$ cat src/rtl/mem64_read_streamer.sv
// ---------------------------------------------------------------------------
// mem64_read_streamer
//
// Start-triggered, flow-controlled read engine for Memoria64. A burst walks
// 8-byte-aligned addresses from base_addr. Each word is captured MEM_LAT
// cycles after the memory samples its address. Captured words are buffered in
// a small skid FIFO and presented on a valid/ready stream. A credit check
// (FIFO occupancy + reads in flight < FIFO_DEPTH) keeps the FIFO from
// overflowing, so downstream back-pressure never loses a word.
//
// Optional feature (compile-time macro MEM64_RD_STALL_CNT_EN):
//   When defined, adds stall_cycles[31:0]. It counts cycles with
//   m_valid && !m_ready, is cleared when a start is accepted, and saturates.
//
// Ports:
//   clk          system clock, rising edge
//   nrst         asynchronous active-low reset
//   start        one-cycle burst request, sampled only in IDLE
//   base_addr    first byte address (bits [2:0] ignored)
//   num_words    burst length in 64-bit words (0 = empty burst)
//   mem_addr     Memoria64 Address
//   mem_wr       Memoria64 Wr (tied low)
//   mem_rdata    Memoria64 Dataout
//   m_valid      output word valid
//   m_ready      downstream accepts the word
//   m_data       output word
//   m_last       final word of the burst
//   busy         high from start acceptance until the done cycle
//   done         one-cycle pulse after the last word is accepted
//   stall_cycles back-pressure cycle count (MEM64_RD_STALL_CNT_EN only)
// ---------------------------------------------------------------------------
module mem64_read_streamer #(
    parameter int ADDR_W     = 16,
    parameter int DATA_W     = 64,
    parameter int LEN_W      = 14,
    parameter int MEM_LAT    = 1,
    parameter int FIFO_DEPTH = 4
) (
    input  logic              clk,
    input  logic              nrst,
    input  logic              start,
    input  logic [ADDR_W-1:0] base_addr,
    input  logic [LEN_W-1:0]  num_words,
    output logic [ADDR_W-1:0] mem_addr,
    output logic              mem_wr,
    input  logic [DATA_W-1:0] mem_rdata,
    output logic              m_valid,
    input  logic              m_ready,
    output logic [DATA_W-1:0] m_data,
    output logic              m_last,
    output logic              busy,
    output logic              done
`ifdef MEM64_RD_STALL_CNT_EN
    ,
    output logic [31:0]       stall_cycles
`endif
);

    localparam int PTR_W = $clog2(FIFO_DEPTH);
    // Occupancy plus in-flight is at most 2*FIFO_DEPTH, so two extra bits suffice.
    localparam int CNT_W = PTR_W + 2;
    localparam logic [ADDR_W-1:0] STRIDE     = ADDR_W'(8);
    localparam logic [ADDR_W-1:0] ALIGN_MASK = ~ADDR_W'(7);

    typedef enum logic [1:0] {
        IDLE,
        ISSUE,
        DRAIN,
        DONE
    } state_t;

    state_t             state;
    logic [LEN_W-1:0]   remaining;

    // Latency pipe: one {valid, last} tag per cycle a read is outstanding.
    logic [MEM_LAT-1:0] pipe_v;
    logic [MEM_LAT-1:0] pipe_last;

    // Skid FIFO.
    logic [DATA_W-1:0]  fifo_data [FIFO_DEPTH];
    logic               fifo_last [FIFO_DEPTH];
    logic [PTR_W-1:0]   wr_ptr;
    logic [PTR_W-1:0]   rd_ptr;
    logic [CNT_W-1:0]   count;

    logic [CNT_W-1:0]   in_flight;
    logic               issue;
    logic               issue_last;
    logic               push;
    logic               pop;
    logic               drain_done;

    // NOTE: combinational blocks use blocking '=' and assign every output a
    // default before anything else, so no latch can be inferred.
    always_comb begin
        in_flight = '0;
        for (int i = 0; i < MEM_LAT; i++) begin
            in_flight = in_flight + CNT_W'(pipe_v[i]);
        end
    end

    // mem_addr always shows the address of the next word to read. Issuing
    // in a cycle means the memory samples it at the closing edge.
    assign issue      = (state == ISSUE) && ((count + in_flight) < CNT_W'(FIFO_DEPTH));
    assign issue_last = issue && (remaining == LEN_W'(1));

    assign push    = pipe_v[MEM_LAT-1];
    assign m_valid = (count != '0);
    assign pop     = m_valid && m_ready;

    // Head is gated with m_valid so stale storage never reaches the outputs.
    assign m_data = m_valid ? fifo_data[rd_ptr] : '0;
    assign m_last = m_valid && fifo_last[rd_ptr];

    // Burst is finished once nothing is in flight and the FIFO empties this
    // cycle. That lets done follow the final beat directly.
    assign drain_done = (pipe_v == '0) &&
                        ((count == '0) || ((count == CNT_W'(1)) && pop));

    assign mem_wr = 1'b0;

    // ---------------- latency pipe ----------------
    // NOTE: sequential state uses non-blocking '<=' so every register sees
    // values from before the edge, whatever order the statements appear in.
    always_ff @(posedge clk or negedge nrst) begin
        if (!nrst) begin
            pipe_v    <= '0;
            pipe_last <= '0;
        end else begin
            pipe_v[0]    <= issue;
            pipe_last[0] <= issue_last;
            for (int i = 1; i < MEM_LAT; i++) begin
                pipe_v[i]    <= pipe_v[i-1];
                pipe_last[i] <= pipe_last[i-1];
            end
        end
    end

    // ---------------- FIFO control ----------------
    always_ff @(posedge clk or negedge nrst) begin
        if (!nrst) begin
            wr_ptr <= '0;
            rd_ptr <= '0;
            count  <= '0;
        end else begin
            if (push) wr_ptr <= wr_ptr + PTR_W'(1);
            if (pop)  rd_ptr <= rd_ptr + PTR_W'(1);
            count <= count + CNT_W'(push) - CNT_W'(pop);
        end
    end

    // NOTE: the storage array has no reset. An empty FIFO is defined by the
    // pointers and count alone, and the head outputs are gated by m_valid.
    always_ff @(posedge clk) begin
        if (push) begin
            fifo_data[wr_ptr] <= mem_rdata;
            fifo_last[wr_ptr] <= pipe_last[MEM_LAT-1];
        end
    end

    // ---------------- control FSM ----------------
    always_ff @(posedge clk or negedge nrst) begin
        if (!nrst) begin
            state     <= IDLE;
            remaining <= '0;
            mem_addr  <= '0;
            busy      <= 1'b0;
            done      <= 1'b0;
        end else begin
            done <= 1'b0;
            case (state)
                IDLE: begin
                    if (start) begin
                        remaining <= num_words;
                        busy      <= 1'b1;
                        if (num_words == '0) begin
                            // Empty burst: DRAIN sees nothing in flight, so
                            // busy holds for one cycle before the done pulse.
                            state <= DRAIN;
                        end else begin
                            mem_addr <= base_addr & ALIGN_MASK;
                            state    <= ISSUE;
                        end
                    end
                end
                ISSUE: begin
                    if (issue) begin
                        remaining <= remaining - LEN_W'(1);
                        if (issue_last) begin
                            // Keep the final address presented. Later cycles
                            // re-read it harmlessly with no tag.
                            state <= DRAIN;
                        end else begin
                            mem_addr <= mem_addr + STRIDE;
                        end
                    end
                end
                DRAIN: begin
                    if (drain_done) begin
                        state <= DONE;
                        busy  <= 1'b0;
                        done  <= 1'b1;
                    end
                end
                DONE: begin
                    state <= IDLE;
                end
                default: begin
                    state <= IDLE;
                end
            endcase
        end
    end

`ifdef MEM64_RD_STALL_CNT_EN
    always_ff @(posedge clk or negedge nrst) begin
        if (!nrst) begin
            stall_cycles <= '0;
        end else if ((state == IDLE) && start) begin
            stall_cycles <= '0;
        end else if (m_valid && !m_ready && (stall_cycles != '1)) begin
            stall_cycles <= stall_cycles + 32'd1;
        end
    end
`endif

endmodule

$ cat config.mk
export PLATFORM = sky130hd
export DESIGN_NAME = mem64_read_streamer
export DESIGN_NICKNAME = d
export VERILOG_FILES = /design/src/rtl/mem64_read_streamer.sv
export SDC_FILE = /design/constraint.sdc
export NUM_CORES = 1
export LEC_CHECK = 0
export BUFFER_PORTS_ARGS = -buffer_cell sky130_fd_sc_hd__buf_4
export CORE_AREA = 3 3 193 195
export CTS_CLUSTER_DIAMETER = 80
export DETAILED_ROUTE_END_ITERATION = 8
export DIE_AREA = 0 0 196 198
export SETUP_SLACK_MARGIN = 0.05
export SYNTH_ARGS = -nofsm -noshare
export SYNTH_HDL_FRONTEND = slang
export SYNTH_SLANG_ARGS = --single-unit
$ cat constraint.sdc
create_clock -name clk -period 3.2 [get_ports clk]
set_clock_uncertainty 0.1 [all_clocks]
set_input_delay 0.32 -clock clk [delete_from_list [all_inputs] [get_ports clk]]
set_output_delay 0.32 -clock clk [all_outputs]
set_load 0.02 [all_outputs]
==> impl_metrics.py <==
metrics = {
    "floorplan": {
        "io_pins": 183,
        "dieWidth_um": 196,
        "die_area_mm2": 0.0388,
        "core_area_mm2": 0.0356,
        "rows": 69,
        "initial_utilization": 0.350,
        "die_h_um": 198,
    },
    "synthesis": {
        "ys_seq_elements": 301,
        "ys_warn_count": 0,
        "netlist.area_leader.share": 0.627,
        "synth_xor_area_frac": 0.00492,
        "synth.distinct_cells": 58,
        "synth_edf_count": 260,
        "synth_top_family_by_area": "multiplexers",
        "synthFlopType": "edfxtp_1",
        "synth_compound_area_frac": 0.0531,
        "async_reset_ff_frac": 0.136,
        "synth_area_leader_cell": "edfxtp_1",
        "ys_top_cells_by_area": "edfxtp_1, mux4_2, dfrtp_1, and2_1, ha_1",
        "syn_avg_cell_area_um2": 17.4,
        "seq_area_frac_synth": 0.709,
        "synthMuxAreaShare": 0.122,
        "syn_inst": 718,
        "synth_simple_gate_area_frac": 0.0780,
        "netlist_area_mm2": 0.0125,
        "synth_fa_ha_area_frac": 0.0151,
    },
    "timing": {
        "fmax_mhz": 352,
        "final_hold_viol_count": 0,
        "fin_crit_ns": 2.84,
        "max_slew_margin": 0.507,
        "worstMarginPinSlew_ns": 0.739,
        "timing.hold.ws_ns": 0.0253,
        "rsz0062_at_grt": "false",
        "finalMaxSlewViolations": 0,
        "finalSetupTns_ns": 0,
        "final.setup.worst_slack_ns": 0.360,
        "finalCritPeriodShare": 0.887,
        "finalSetupViolCount": 0,
    },
    "finish": {
        "multi_input_area_mm2": 0.00343,
        "mostFrequentLayoutCells": "edfxtp_1, buf_4, dlygate4sd3_1",
        "post-route-util": 0.457,
        "final-seq-area_mm2": 0.00884,
        "fillers": 3134,
        "fin_area_mm2": 0.0163,
        "fin_cells": 1478,
        "drive_gt1_frac": 0.324,
        "num_antenna_cells": 0,
        "mostFrequentLayoutCell": "edfxtp_1",
        "nets": 1105,
        "synthToLayoutAreaGrowth_pct": 30.5,
    },
    "pwr": {
        "power_density_mw_per_mm2": 923,
        "p_leak_nw": 5.82,
        "vdd_drop_max_uv": 539,
        "fin_total_pwr_mw": 15.0,
    },
    "cts": {
        "clockRootBuffer": "clkbuf_16",
        "cts_tree": "done",
        "cts-htree-levels": 2,
        "clkTransAtPathRegs_ns": 0.06,
        "cts_sinks": 301,
        "clk_path_buf_depth": 3,
        "worst_skew_pair.late_latency_ns": 0.50,
        "cts_buffers": 35,
        "cts_resized": 0,
    },
    "routing": {
        "viasPerCell": 4.92,
        "highest_layer": "met4",
        "wl_met2_um": 13300,
        "drt_iter0_drc": 319,
        "remaining_drc_errors": 0,
        "vias": 7273,
        "antenna_left": 0,
        "wl_met3_um": 1700,
        "wirelength_met1_um": 11700,
        "post_drt_wl_per_cell_um": 18.3,
        "firstDrtPassIters": 5,
        "wirelength_um": 27100,
    },
    "place": {
        "gp_congestion": 0.779,
        "dpl.hpwl_um": 16600,
        "numPlacedInstances": 1340,
        "io_buffers": 175,
        "placed_cell_area_mm2": 0.0144,
        "dp_slack_ns": 0.399,
    },
    "worst_hold_path": {
        "min-delay-start": "num_words[10]",
        "hp-class": "in -> reg",
        "holdPathStages": 3,
        "whs_endpoint": "remaining[10]",
    },
    "setup_path": {
        "r2r_slack_ns": 0.39,
        "arrival_ns": 2.42,
        "reg2reg_from": "pipe_v",
        "cp.required_ns": 2.78,
        "reg2reg_depth": 7,
        "critPathLaunchType": "flop",
        "critPathMaxFanout": 19,
        "crit_path_end_kind": "primary output",
        "critPathKind": "reg -> out",
        "r2r_end": "mem_addr[13]",
    },
    "grt": {
        "grt_usage": 0.137,
        "antenna_found_initial": 0,
        "grt_pass1_wl_um": 42400,
        "grt_overflow": 0,
        "grt_pass1_vias": 7530,
        "grt_max_degree": 67,
    },
    "job": {
        "max_cap_viol_count": 0,
    },
    "status": {
        "status": "completed",
    },
}
[repair_timing]
action / CTS / global route
endpoints found under the hold margin: 308 / 0
setup endpoints to repair: 0 / 0
hold buffers: 76 / 0
buffers inserted: 0 / 0
[critical path, stage by stage (launching register included)]
cell and delay, ns:
dfrtp_4 0.72, buf_4 0.33, mux4_2 0.52, and2_1 0.19, buf_4 0.16
[registers in the layout, summed over array words and instances, names as in the netlist]
register,flops
fifo_data,256
remaining,14
mem_addr,13
count,4
fifo_last,4
rd_ptr,2
state,2
wr_ptr,2
busy,1
done,1
pipe_last,1
pipe_v,1
[per-layer routing]
layer | GRT usage | vias to the layer above
met5 | 0 | -
met4 | 0.0314 | 0
met3 | 0.0303 | 28
met2 | 0.230 | 208
met1 | 0.185 | 3656
li1 | - | 3381
[report_power, final]
part           switching, mW  internal [mW]
clock                   1.52           2.14
sequential             0.550           4.89
combinational           3.07           2.84
total                   5.14           9.87
[synthesized netlist by cell type (3+ instances only)]
library cell	n
nand2_1	24
clkbuf_1	21
a21oi_1	28
ha_1	15
xnor2_1	4
inv_1	16
buf_4	4
and3_1	9
or4_1	3
a21o_1	3
nor2_1	17
nand4_1	4
or2_2	6
buf_2	7
nor3_1	10
buf_1	4
o21ai_0	20
xor2_1	3
edfxtp_1	260
o221a_2	3
nand3_1	6
nor4_1	5
a211oi_1	7
mux2i_1	3
and4_1	3
a22oi_1	4
o22ai_1	14
and2_1	73
dfrtp_1	41
mux4_2	65
[how the worst max path moves through the flow]
stage	start	to	slack [ns]	cells after the start
floorplan	wr_ptr[0]	fifo_data[2][0]	0.53	3
global route	rd_ptr[0]	m_data[47]	0.20	4
finish	rd_ptr[0]	m_data[47]	0.36	4
detailed placement	pipe_v	mem_addr[13]	0.40	7
global placement	pipe_v	state[0]	0.45	6
CTS	rd_ptr[0]	m_data[47]	0.27	4
[cell type report]
class	instances	share of cell area
Clock buffer	47	0.0572
Sequential cell	301	0.544
Timing Repair Buffer	270	0.141
Multi-Input combinational cell	367	0.211
Inverter	17	0.00392
Clock inverter	15	0.00815
Tap cell	461	0.0355
[cells by family after synthesis]
kind of cell / after synthesis
other: 1
DFF: 301
xor gates and xnor gates: 7
and+or+nand+nor: 170
buffers and inverters: 53
AOI/OAI and AO/OA: 101
muxes: 70
adders and majority gates: 15
Note: power is estimated with default switching activity, not from simulation.
